### src/rtl/sig_period_monitor.sv
`timescale 1ns/1ps
// Purpose: measures clk cycles between rising edges of sig_in and checks each period against exp_period +/- tolerance.
// Latency: sig_in rise captured at clk edge k -> meas_valid/period_err high in cycle k+SYNC_STAGES+1.
// Backpressure: none; results are one-cycle pulses, the last period is held in meas_period.
module sig_period_monitor #(
  parameter int CNT_W       = 16,
  parameter int ERR_CNT_W   = 8,
  parameter int SYNC_STAGES = 2,
  parameter int LOCK_N      = 4
) (
  input  logic                 clk,
  input  logic                 rst_n,
  input  logic                 enable,
  input  logic                 clr_err,
  input  logic                 sig_in,
  input  logic [CNT_W-1:0]     exp_period,
  input  logic [CNT_W-1:0]     tolerance,
  output logic [CNT_W-1:0]     meas_period,
  output logic                 meas_valid,
  output logic                 period_err,
  output logic                 timeout,
  output logic [ERR_CNT_W-1:0] err_count,
  output logic                 locked
);

  localparam int                LOCK_W   = $clog2(LOCK_N + 1);
  localparam logic [LOCK_W-1:0] LOCK_MAX = LOCK_W'(LOCK_N);
  localparam logic [CNT_W-1:0]  CNT_MAX  = '1;
  localparam logic [ERR_CNT_W-1:0] ERR_MAX = '1;

  typedef enum logic [1:0] {
    IDLE    = 2'd0,
    ARM     = 2'd1,
    MEASURE = 2'd2
  } state_t;

  state_t                 state_q, state_d;
  logic [SYNC_STAGES-1:0] sync_q;
  logic                   sync_dly_q;
  logic                   edge_q;
  logic [CNT_W-1:0]       cnt_q, cnt_d;
  logic [LOCK_W-1:0]      lock_cnt_q;
  logic [CNT_W:0]         diff;
  logic                   out_of_tol;
  logic                   meas_evt;
  logic                   tmo_evt;
  logic                   tmo_clr;
  logic                   err_evt;

  // Synchronize sig_in and register its rising edge; the edge register keeps the
  // detect path short and sets the overall latency.
  always_ff @(posedge clk) begin
    if (!rst_n) begin
      sync_q     <= '0;
      sync_dly_q <= 1'b0;
      edge_q     <= 1'b0;
    end else begin
      sync_q     <= {sync_q[SYNC_STAGES-2:0], sig_in};
      sync_dly_q <= sync_q[SYNC_STAGES-1];
      edge_q     <= sync_q[SYNC_STAGES-1] & ~sync_dly_q;
    end
  end

  // Absolute deviation from the expected period, one bit wider so it never wraps.
  always_comb begin
    diff = '0;
    if (cnt_q >= exp_period) diff = {1'b0, cnt_q} - {1'b0, exp_period};
    else                     diff = {1'b0, exp_period} - {1'b0, cnt_q};
  end

  assign out_of_tol = (diff > {1'b0, tolerance});
  assign err_evt    = (meas_evt & out_of_tol) | tmo_evt;

  // FSM state and period counter registers.
  always_ff @(posedge clk) begin
    if (!rst_n) begin
      state_q <= IDLE;
      cnt_q   <= '0;
    end else begin
      state_q <= state_d;
      cnt_q   <= cnt_d;
    end
  end

  // Next state, counter update and measurement/timeout events; enable=0 overrides all.
  always_comb begin
    state_d  = state_q;
    cnt_d    = cnt_q;
    meas_evt = 1'b0;
    tmo_evt  = 1'b0;
    tmo_clr  = 1'b0;
    if (!enable) begin
      state_d = IDLE;
      cnt_d   = '0;
    end else begin
      case (state_q)
        IDLE: state_d = ARM;
        ARM: begin
          if (edge_q) begin
            state_d = MEASURE;
            cnt_d   = CNT_W'(1);
            tmo_clr = 1'b1;
          end
        end
        MEASURE: begin
          if (edge_q) begin
            meas_evt = 1'b1;
            cnt_d    = CNT_W'(1);
          end else if (cnt_q == CNT_MAX) begin
            state_d = ARM;
            tmo_evt = 1'b1;
            cnt_d   = '0;
          end else begin
            cnt_d = cnt_q + CNT_W'(1);
          end
        end
        default: state_d = IDLE;
      endcase
    end
  end

  // Measurement outputs and sticky timeout flag.
  always_ff @(posedge clk) begin
    if (!rst_n) begin
      meas_period <= '0;
      meas_valid  <= 1'b0;
      period_err  <= 1'b0;
      timeout     <= 1'b0;
    end else begin
      meas_valid <= meas_evt;
      period_err <= meas_evt & out_of_tol;
      if (meas_evt) meas_period <= cnt_q;
      if (!enable || tmo_clr) timeout <= 1'b0;
      else if (tmo_evt)       timeout <= 1'b1;
    end
  end

  // Saturating error counter; a clear coinciding with an error leaves exactly one.
  always_ff @(posedge clk) begin
    if (!rst_n) begin
      err_count <= '0;
    end else if (clr_err) begin
      err_count <= err_evt ? ERR_CNT_W'(1) : '0;
    end else if (err_evt && (err_count != ERR_MAX)) begin
      err_count <= err_count + ERR_CNT_W'(1);
    end
  end

  // Consecutive in-tolerance run length, restarted by any error or disable.
  always_ff @(posedge clk) begin
    if (!rst_n) begin
      lock_cnt_q <= '0;
    end else if (!enable || err_evt) begin
      lock_cnt_q <= '0;
    end else if (meas_evt && (lock_cnt_q != LOCK_MAX)) begin
      lock_cnt_q <= lock_cnt_q + LOCK_W'(1);
    end
  end

  assign locked = (lock_cnt_q == LOCK_MAX);

endmodule

### config.mk
export PLATFORM = sky130hd
export DESIGN_NAME = sig_period_monitor
export DESIGN_NICKNAME = d
export VERILOG_FILES = /design/src/rtl/sig_period_monitor.sv
export SDC_FILE = /design/constraint.sdc
export NUM_CORES = 1
export LEC_CHECK = 0
export CORE_ASPECT_RATIO = 2
export CORE_MARGIN = 10
export CORE_UTILIZATION = 59
export CTS_BUF_LIST = sky130_fd_sc_hd__clkbuf_16
export DETAILED_ROUTE_END_ITERATION = 6
export GPL_ROUTABILITY_DRIVEN = 0
export GPL_TIMING_DRIVEN = 0
export PLACE_DENSITY = 0.95
export SETUP_SLACK_MARGIN = 0.02
export SLEW_MARGIN = 20
export SYNTH_ARGS = -nofsm -noshare
export SYNTH_HDL_FRONTEND = slang
export SYNTH_SLANG_ARGS = --single-unit
export TNS_END_PERCENT = 5
### constraint.sdc
create_clock -name clk -period 15.36 [get_ports clk]
set_input_delay 4.608 -clock clk [delete_from_list [all_inputs] [get_ports clk]]
set_output_delay 4.608 -clock clk [all_outputs]
set_load 0.02 [all_outputs]
# Yosys cells after proc, flatten, opt, wreduce, memory -nomap -nowiden
# Index checks and enable logic that the tools add are counted.
# op_classes
reduce_logical,13
mux,21
eq_ne,9
add_sub_neg,5
order_cmp,2
bitwise,5
# op_table
op,count
$mux 16,3
$sub 16x16->17,2
$pmux 16 s2,1
$gt 17x16->1,1
$mux 17,1
$add 16x1->16 const B,1
$eq 16x16->1 const B,1
$ge 16x16->1,1
$mux 8,2
$mux 1,10
$add 8x1->8 const B,1
$ne 8x8->1 const B,1
$mux 2,3
$ne 2x2->1 const B,3
$pmux 2 s3,1
$reduce_and 2->1,2
$reduce_bool 2->1,2
$reduce_or 2->1,2
$add 3x1->3 const B,1
$eq 3x3->1 const B,1
$ne 3x3->1 const B,1
$reduce_and 3->1,1
$and 1x1->1,2
$eq 2x1->1 const B,1
7 further kinds,10
# word_totals
register_bits,52
out_inout_bits,28
wordCells,66
in_bits,37

# Logic depth before layout (Yosys ltp)
# Gate-level depths: netlist of the first run.
# logic_depth
ltp_word,9
depth_mapped,22
mapped_depth_nobuf,21

# Least setup slack after synthesis of the first run
# No wires, ideal clock.
# synth_path
path_kind,input port to flip-flop
from,input port exp_period[14]
to,register err_count[6]
path_buffers,1
stages,20
t_arrival_ns,8.550
setup_time_ns,0.072
setup_slack_ns,6.738
required_ns,15.288
cell_sequence,inv_1 > ha_1 > buf_2 > a21o_1 > a21o_1 > nor3_2 > nand2_2 > mux2_4 > a221oi_2 > o21ai_1 > xor2_1 > ha_1 > nand4_1 > nor2_1 > a2111oi_0 > o21ai_0 > a221oi_4 > a21oi_2 > nand4_1 > mux2i_1
# synth_between
elab_chain_cells,7
elab_cells_between_ends,9
cone_classes,add/sub (2); order compare (2); mux (1); bitwise (2); reduce/logical (2)
# synth_rtl
element,line_no,source
start: declaration,16,"input logic [CNT_W-1:0] exp_period,"
"$sub 16x16->17, or another cell as far along",68,"else diff = {1'b0, exp_period} - {1'b0, cnt_q};"
$mux 17 *,67,"if (cnt_q >= exp_period) diff = {1'b0, cnt_q} - {1'b0, exp_period};"
$gt 17x16->1 *,71,"assign out_of_tol = (diff > {1'b0, tolerance});"
$and 1x1->1 *,72,assign err_evt = (meas_evt & out_of_tol) | tmo_evt;
$or 1x1->1 *,72,
$logic_and 1x1->1 *,144,end else if (err_evt && (err_count != ERR_MAX)) begin
$reduce_bool 2->1 (no source line) *,--,
end signal: assignment,143,err_count <= err_evt ? ERR_CNT_W'(1) : '0;
end signal: assignment,145,err_count <= err_count + ERR_CNT_W'(1);
end: declaration,22,"output logic [ERR_CNT_W-1:0] err_count,"
# Every way passes the cells marked *; elsewhere a longest branch is shown, timed or not.
# A chain may end at the register's enable or synchronous reset.

# Worst setup path after layout of the first run
# layout_path
from,input port exp_period[9]
to,register err_count[2]
# The elaborated chain is that of the path after synthesis.

==> flow_summary.json, run 1 <==
{
  "cts-resized-gates": 0,
  "cp_cell_sequence": "clkdlybuf4s50_1 > inv_1 > ha_1 > buf_2 > nand4_1 > nor4_1 > a22oi_2 > and2_1 > buf_6 > mux2i_1 > a31oi_1 > o21ai_0 > xor2_1 > ha_1 > a21oi_1 > a21boi_0 > a2111oi_0 > o21ai_0 > a221oi_4 > a211oi_1 > xnor2_1 > nor2_1",
  "dp_cells": 690,
  "outcome": "complete, no violations",
  "cts_max_path_buffers": 2,
  "achievable-frequency_ghz": 0.101,
  "vias": 4193,
  "fp-row-count": 43,
  "synth_top_area_share_pct": 24.5,
  "finalClockSkew_ns": 0.00235,
  "synth_largest_area_cell": "dfxtp_1",
  "final_layout_size_suffix_gt1_share_pct": 7.07,
  "synth-main-ff-cell": "dfxtp_1",
  "powerDensity_nw_per_um2": 62.4,
  "syn_avg_cell_area_um2": 7.89,
  "rrSetupSlack_ns": 9.95,
  "yosysMostFrequentCell": "inv_1",
  "wl_met3_um": 652,
  "totalPowerFinal_uw": 321,
  "critical_path.startpoint_type": "input port",
  "regArea_um2": 1040,
  "met2_wirelength_mm": 6.84,
  "die_area_um2": 11200,
  "async_flop_share_pct": 0,
  "detailedRoute.firstPassIterationCount": 5,
  "top_signal_layer_used": "met4",
  "ys_warn_count": 0,
  "start_util_pct": 60.7,
  "overall_routed_net_length_mm": 12.2,
  "post_synth_most_frequent_cells": "59 x inv_1, 58 x nand2_1, 52 x dfxtp_1, 52 x ha_1, 41 x a21oi_1",
  "synth_enable_flop_cells": 0,
  "filler_cells_inserted": 512,
  "die-width_um": 80.0,
  "max_slew_margin_pct": 64.1,
  "slowest_stage": "a221oi_4",
  "fin_crit_sh_pct": 64.4,
  "total_global_routing_track_utilization_pct": 22.3,
  "vias_in_the_first_global_route": 4497,
  "post_cts.repair.setup_buffers": 0,
  "cp_num_buf_inv": 4,
  "htree_levels": 2,
  "cp_top_family": "compound AO/OA/AOI/OAI gates",
  "drt_iter0_drc": 432,
  "grt-ovfl-total": 0,
  "fin_setup_tns_ns": 0,
  "slew_violations": 0,
  "post-route-min-period_ns": 9.89,
  "synth.lib_cells_used.distinct": 57,
  "grt_setup_unrepaired": "no",
  "number_of_cells_produced_by_synthesis": 538,
  "synthesis.nets": 629,
  "route.detailed.drc": 0,
  "syn_to_final_growth_pct": 21.1,
  "fin_hold_ws_ns": 0.392,
  "setup_violations": 0,
  "cpPeakStageDelay_ns": 0.55,
  "cts.sink_count": 52,
  "hold_violations": 0,
  "yosys_register_bits": 52,
  "drt.antenna.violating_nets": 0,
  "critical_path.max_fanout": 10,
  "io_buffer_count": 62,
  "final_nets": 698,
  "max_cap_violations": 0,
  "tritoncts": "yes",
  "netlist_top_cells_area": "dfxtp_1 25%, ha_1 15%, inv_1 5.2%",
  "final-instance-count-excl-fill": 698,
  "cp.required_ns": 15.54,
  "hold_buffers": 0,
  "grt_first_pass_wirelength_mm": 20.7,
  "critical_path.endpoint_type": "flop",
  "antenna-diode-count": 0,
  "peakVddDrop_mv": 0.0857,
  "dp_hpwl_mm": 9.69,
  "cp.arrival_ns": 10.07,
  "hold_path.class": "reg -> reg",
  "leakage_nw": 2.10,
  "fp.coreArea_um2": 6990,
  "grt_max_degree": 16,
  "cts_root_buffer": "clkbuf_16",
  "multi_input_comb_area_um2": 2870,
  "die_h_um": 140,
  "clock_buffers_created_by_tritoncts": 5,
  "avgViaCountPerCell": 6.01,
  "clkSlewWorstSetupHoldPaths_ns": 0.06,
  "synth_seq_area_share_pct": 24.5,
  "fin_util_pct": 73.5,
  "drt-wirelength-per-cell_um": 17.5,
  "synth_area_um2": 4250,
  "timing.setup.critical_path_class": "in -> reg",
  "worst_slew_pin_slew_ns": 0.538,
  "met1_length_mm": 4.17,
  "antenna_found_initial": 0,
  "io-pin-count": 65,
  "clock_latency_late_sink_ns": 0.29
}
path summary, 6_finish.rpt:
check	to	depth (start not counted)	startpoint
max	err_count[2]$_SDFFE_PN0P_	22	exp_period[9]
min	edge_q$_SDFF_PN0_	1	sync_dly_q$_SDFF_PN0_
max reg2reg	err_count[2]$_SDFFE_PN0P_	20	cnt_q[14]$_SDFFE_PN0P_
min reg2reg	edge_q$_SDFF_PN0_	1	sync_dly_q$_SDFF_PN0_
area by class of cell:
type / instances / area share, %
Buffer: 22 / 2.17
Clock buffer: 5 / 2.43
Clock inverter: 3 / 0.754
Inverter: 59 / 4.31
Multi-Input combinational cell: 405 / 55.8
Sequential cell: 52 / 20.2
Tap cell: 90 / 2.19
Timing Repair Buffer: 62 / 12.1
stage by stage:
stage                     setup WS (ns)  instance area, µm²
final                              5.47                5140
after CTS                          5.70                5140
after detailed placement           5.40                4980
after floorplan                    6.74                4250
after global placement             5.63                4980
after global routing               5.22                5140
report_power, final:
part | internal, mW | switching [mW]
combinational | 0.0281 | 0.0335
clock | 0.0760 | 0.0476
sequential | 0.135 | 0.000332
total | 0.239 | 0.0814
layer usage:
metal | up-vias | track usage, %
met5 | - | 0
met1 | 1962 | 20.2
met2 | 187 | 42.3
met3 | 53 | 4.42
met4 | 0 | 13.6
li1 | 1991 | -
cells in the final DEF (no fill, tap or decap), types with 6 or more instances in the layout:
| cell type | n |
|---|---|
| buf_2 | 11 |
| xor2_1 | 7 |
| nor2_1 | 35 |
| clkbuf_1 | 8 |
| a211oi_1 | 6 |
| inv_1 | 60 |
| nor3_1 | 6 |
| nand4_1 | 13 |
| and3_1 | 8 |
| a31oi_1 | 8 |
| a21o_1 | 9 |
| o21ai_0 | 23 |
| ha_1 | 52 |
| xnor2_1 | 25 |
| a21oi_1 | 41 |
| nand3_1 | 21 |
| nand2_1 | 58 |
| mux2_2 | 6 |
| mux2i_1 | 12 |
| a21boi_0 | 17 |
| and2_1 | 8 |
| dfxtp_1 | 52 |
| clkdlybuf4s50_1 | 62 |
sequential cells by signal, indices dropped and copies added, names as in the netlist:
name         count
period_err       1
lock_cnt_q       3
state_q          2
meas_period     16
cnt_q           16
sync_q           2
sync_dly_q       1
timeout          1
edge_q           1
err_count        8
meas_valid       1
worst register-to-register path, delay by kind of cell, from the launching register on:
family	cells	cell delay [ns]
AOI/OAI and AO/OA	10	2.52
xor gates and xnor gates	2	0.40
adders and majority gates	2	0.57
buffers and inverters	2	0.35
DFF	1	0.49
muxes	1	0.28
and+or+nand+nor	3	0.69
cell families (layout without fill, tap and decap cells):
logic type | count (synthesis) | in the layout | share of synthesized area [%]
AND/OR/NAND/NOR | 173 | 173 | 20.2
AO/OA/AOI/OAI | 127 | 127 | 19.7
buffers and inverters | 81 | 151 | 7.84
adder cells (fa/ha/maj) | 54 | 54 | 16.3
flip-flops | 52 | 52 | 24.5
XOR/XNOR | 32 | 32 | 6.60
multiplexers | 19 | 19 | 4.77
Power figures use the tool's default switching activity.
==> run 2, diff against run 1 <==
CORE_UTILIZATION = 55   (was 59)
PLACE_DENSITY = 0.9   (was 0.95)
clock period = 9.7 ns   (was 15.36 ns; I/O delays follow)
==> run 2 against run 1 <==
- critical path depth rose by 1
- final cell count rose by 0.57%
- worst hold slack got worse by 0.0079 ns
- highest routed layer unchanged
==> flow_summary.json, run 2 (synthesized netlist as in run 1, its figures left out) <==
{
  "antenna-diode-count": 0,
  "finalClockSkew_ns": 0.00556,
  "cts-resized-gates": 0,
  "grt-ovfl-total": 0,
  "most_common_cell_after_layout_fill_and_taps_aside": "clkdlybuf4s50_1",
  "cts.sink_count": 52,
  "vias_in_the_first_global_route": 4336,
  "reg2reg_from": "cnt_q[14]$_SDFFE_PN0P_",
  "achievable-frequency_ghz": 0.126,
  "fin_setup_tns_ns": 0,
  "syn_to_final_growth_pct": 21.2,
  "net-switching-power_uw": 129,
  "slew_violations": 0,
  "power.switching_fraction_pct": 25.4,
  "cts_root_buffer": "clkbuf_16",
  "powerDensity_nw_per_um2": 98.7,
  "start_util_pct": 56.3,
  "worst_slew_pin_slew_ns": 0.752,
  "die_h_um": 144,
  "dp_hpwl_mm": 9.62,
  "grt_max_degree": 16,
  "final_nets": 698,
  "peakVddDrop_mv": 0.167,
  "critical_path.max_fanout": 10,
  "fin_crit_sh_pct": 81.9,
  "setup_violations": 0,
  "fp-row-count": 45,
  "clock_buffers_created_by_tritoncts": 5,
  "cp.arrival_ns": 8.17,
  "critical_path.startpoint_type": "input port",
  "antenna_found_initial": 0,
  "drt.antenna.violating_nets": 0,
  "final_layout_size_suffix_gt1_share_pct": 7.07,
  "hold_path.class": "reg -> reg",
  "cp.required_ns": 9.93,
  "max_cap_violations": 0,
  "hold_violations": 0,
  "combPwrFrac_pct": 19.0,
  "io_buffer_count": 62,
  "htree_levels": 2,
  "drt-wirelength-per-cell_um": 17.3,
  "overall_routed_net_length_mm": 12.2,
  "drt_iter0_drc": 273,
  "detailedRoute.firstPassIterationCount": 4,
  "clock_power_share_pct": 38.7,
  "avgViaCountPerCell": 5.94,
  "tritoncts": "yes",
  "total_internal_power_uw": 379,
  "leakage_nw": 2.10,
  "share_seq_of_total_power_pct": 42.3,
  "io-pin-count": 65,
  "route.detailed.drc": 0,
  "clock_latency_late_sink_ns": 0.30,
  "max_slew_margin_pct": 49.4,
  "clkSlewWorstSetupHoldPaths_ns": 0.07,
  "die_area_um2": 11800,
  "timing.hold.worst_path_depth": 1,
  "endpoint_of_the_most_critical_register_to_register_path": "err_count[6]$_SDFFE_PN0P_",
  "total_global_routing_track_utilization_pct": 21.0,
  "vias": 4173,
  "rrSetupSlack_ns": 4.46,
  "largestRegisters": "cnt_q (16), meas_period (16), err_count (8)",
  "hold_start": "sync_dly_q$_SDFF_PN0_",
  "post_cts.repair.setup_buffers": 0,
  "worst_hold_path.endpoint": "edge_q$_SDFF_PN0_",
  "die-width_um": 82.1,
  "reg2regPathDepth": 20,
  "fin_hold_ws_ns": 0.384,
  "grt_first_pass_wirelength_mm": 19.7,
  "post-route-min-period_ns": 7.95,
  "outcome": "complete, no violations",
  "critical_path.endpoint_type": "flop",
  "timing.setup.critical_path_class": "in -> reg",
  "mostFrequentLayoutCells": "62 x clkdlybuf4s50_1, 60 x inv_1, 58 x nand2_1",
  "grt_setup_unrepaired": "no",
  "fp.coreArea_um2": 7540,
  "cts_max_path_buffers": 2,
  "hold_buffers": 0
}
run 2: cell counts in the layout (fill, tap and decap cells not counted):
No cell type changed its count.
run 2: power groups by stage:
stage,clock [mW],sequential [mW],combinational [mW]
2_1_floorplan,0,0.219,0.0617
3_3_place_gp,0,0.220,0.0903
3_5_place_dp,0,0.220,0.0947
4_1_cts,0.198,0.215,0.0954
5_1_grt,0.204,0.215,0.108
6_report,0.197,0.215,0.0965
run 2: layout make-up:
| class | instances | area (µm²) |
|---|---|---|
| fillers | 616 | 2400 |
| clock buffers | 5 | 125 |
| repair buffers | 62 | 621 |
| well taps | 94 | 118 |
| plain buffers | 22 | 111 |
| multi-input cells | 405 | 2870 |
| inverters | 59 | 221 |
| flip-flops and latches | 52 | 1040 |
| clock inverters | 3 | 38.8 |
run 2: critical path, stage by stage:
cell and delay [ns]:
clkdlybuf4s50_1 0.49, inv_1 0.05, ha_1 0.28, buf_4 0.17, a21oi_1 0.22, and2_1 0.17
o21ai_0 0.09, nor3_2 0.38, and2_1 0.21, buf_6 0.18, mux2i_1 0.11, a31oi_1 0.41
o21ai_0 0.17, xor2_1 0.16, ha_1 0.32, a21oi_1 0.15, a21boi_0 0.10, a2111oi_0 0.33
o21ai_0 0.22, a221oi_4 0.53, a21oi_2 0.17, nand4_1 0.15, mux2i_1 0.18
run 2: layer usage:
metal	vias up	wire, µm	track usage [%]
li1	1991	-	-
met1	1949	4000	18.2
met2	177	6930	41.5
met3	56	693	4.23
met4	0	528	11.7
met5	-	0	0
run 2: worst max path at each step:
stage / slack (ns) / depth (start not counted) / to / start
after floorplan: 2.78 / 20 / err_count[6]$_SDFFE_PN0P_ / exp_period[14]
after global placement: 1.62 / 23 / err_count[6]$_SDFFE_PN0P_ / exp_period[11]
after detailed placement: 1.53 / 23 / err_count[6]$_SDFFE_PN0P_ / exp_period[11]
after CTS: 1.82 / 23 / err_count[6]$_SDFFE_PN0P_ / exp_period[11]
after global routing: 1.43 / 22 / err_count[6]$_SDFFE_PN0P_ / exp_period[6]
final: 1.75 / 23 / err_count[6]$_SDFFE_PN0P_ / exp_period[11]
run 2: metrics by stage:
step / utilization (%) / std cells / area (µm²) / power (mW) / setup slack, ns
final: 68.2 / 702 / 5150 / 0.508 / 1.75
after global routing: 68.2 / 702 / 5150 / 0.526 / 1.43
after CTS: 68.2 / 702 / 5150 / 0.508 / 1.82
after detailed placement: 66.1 / 694 / 4980 / 0.314 / 1.53
after global placement: 66.1 / 694 / 4980 / 0.310 / 1.62
after floorplan: - / 538 / 4250 / 0.281 / 2.78
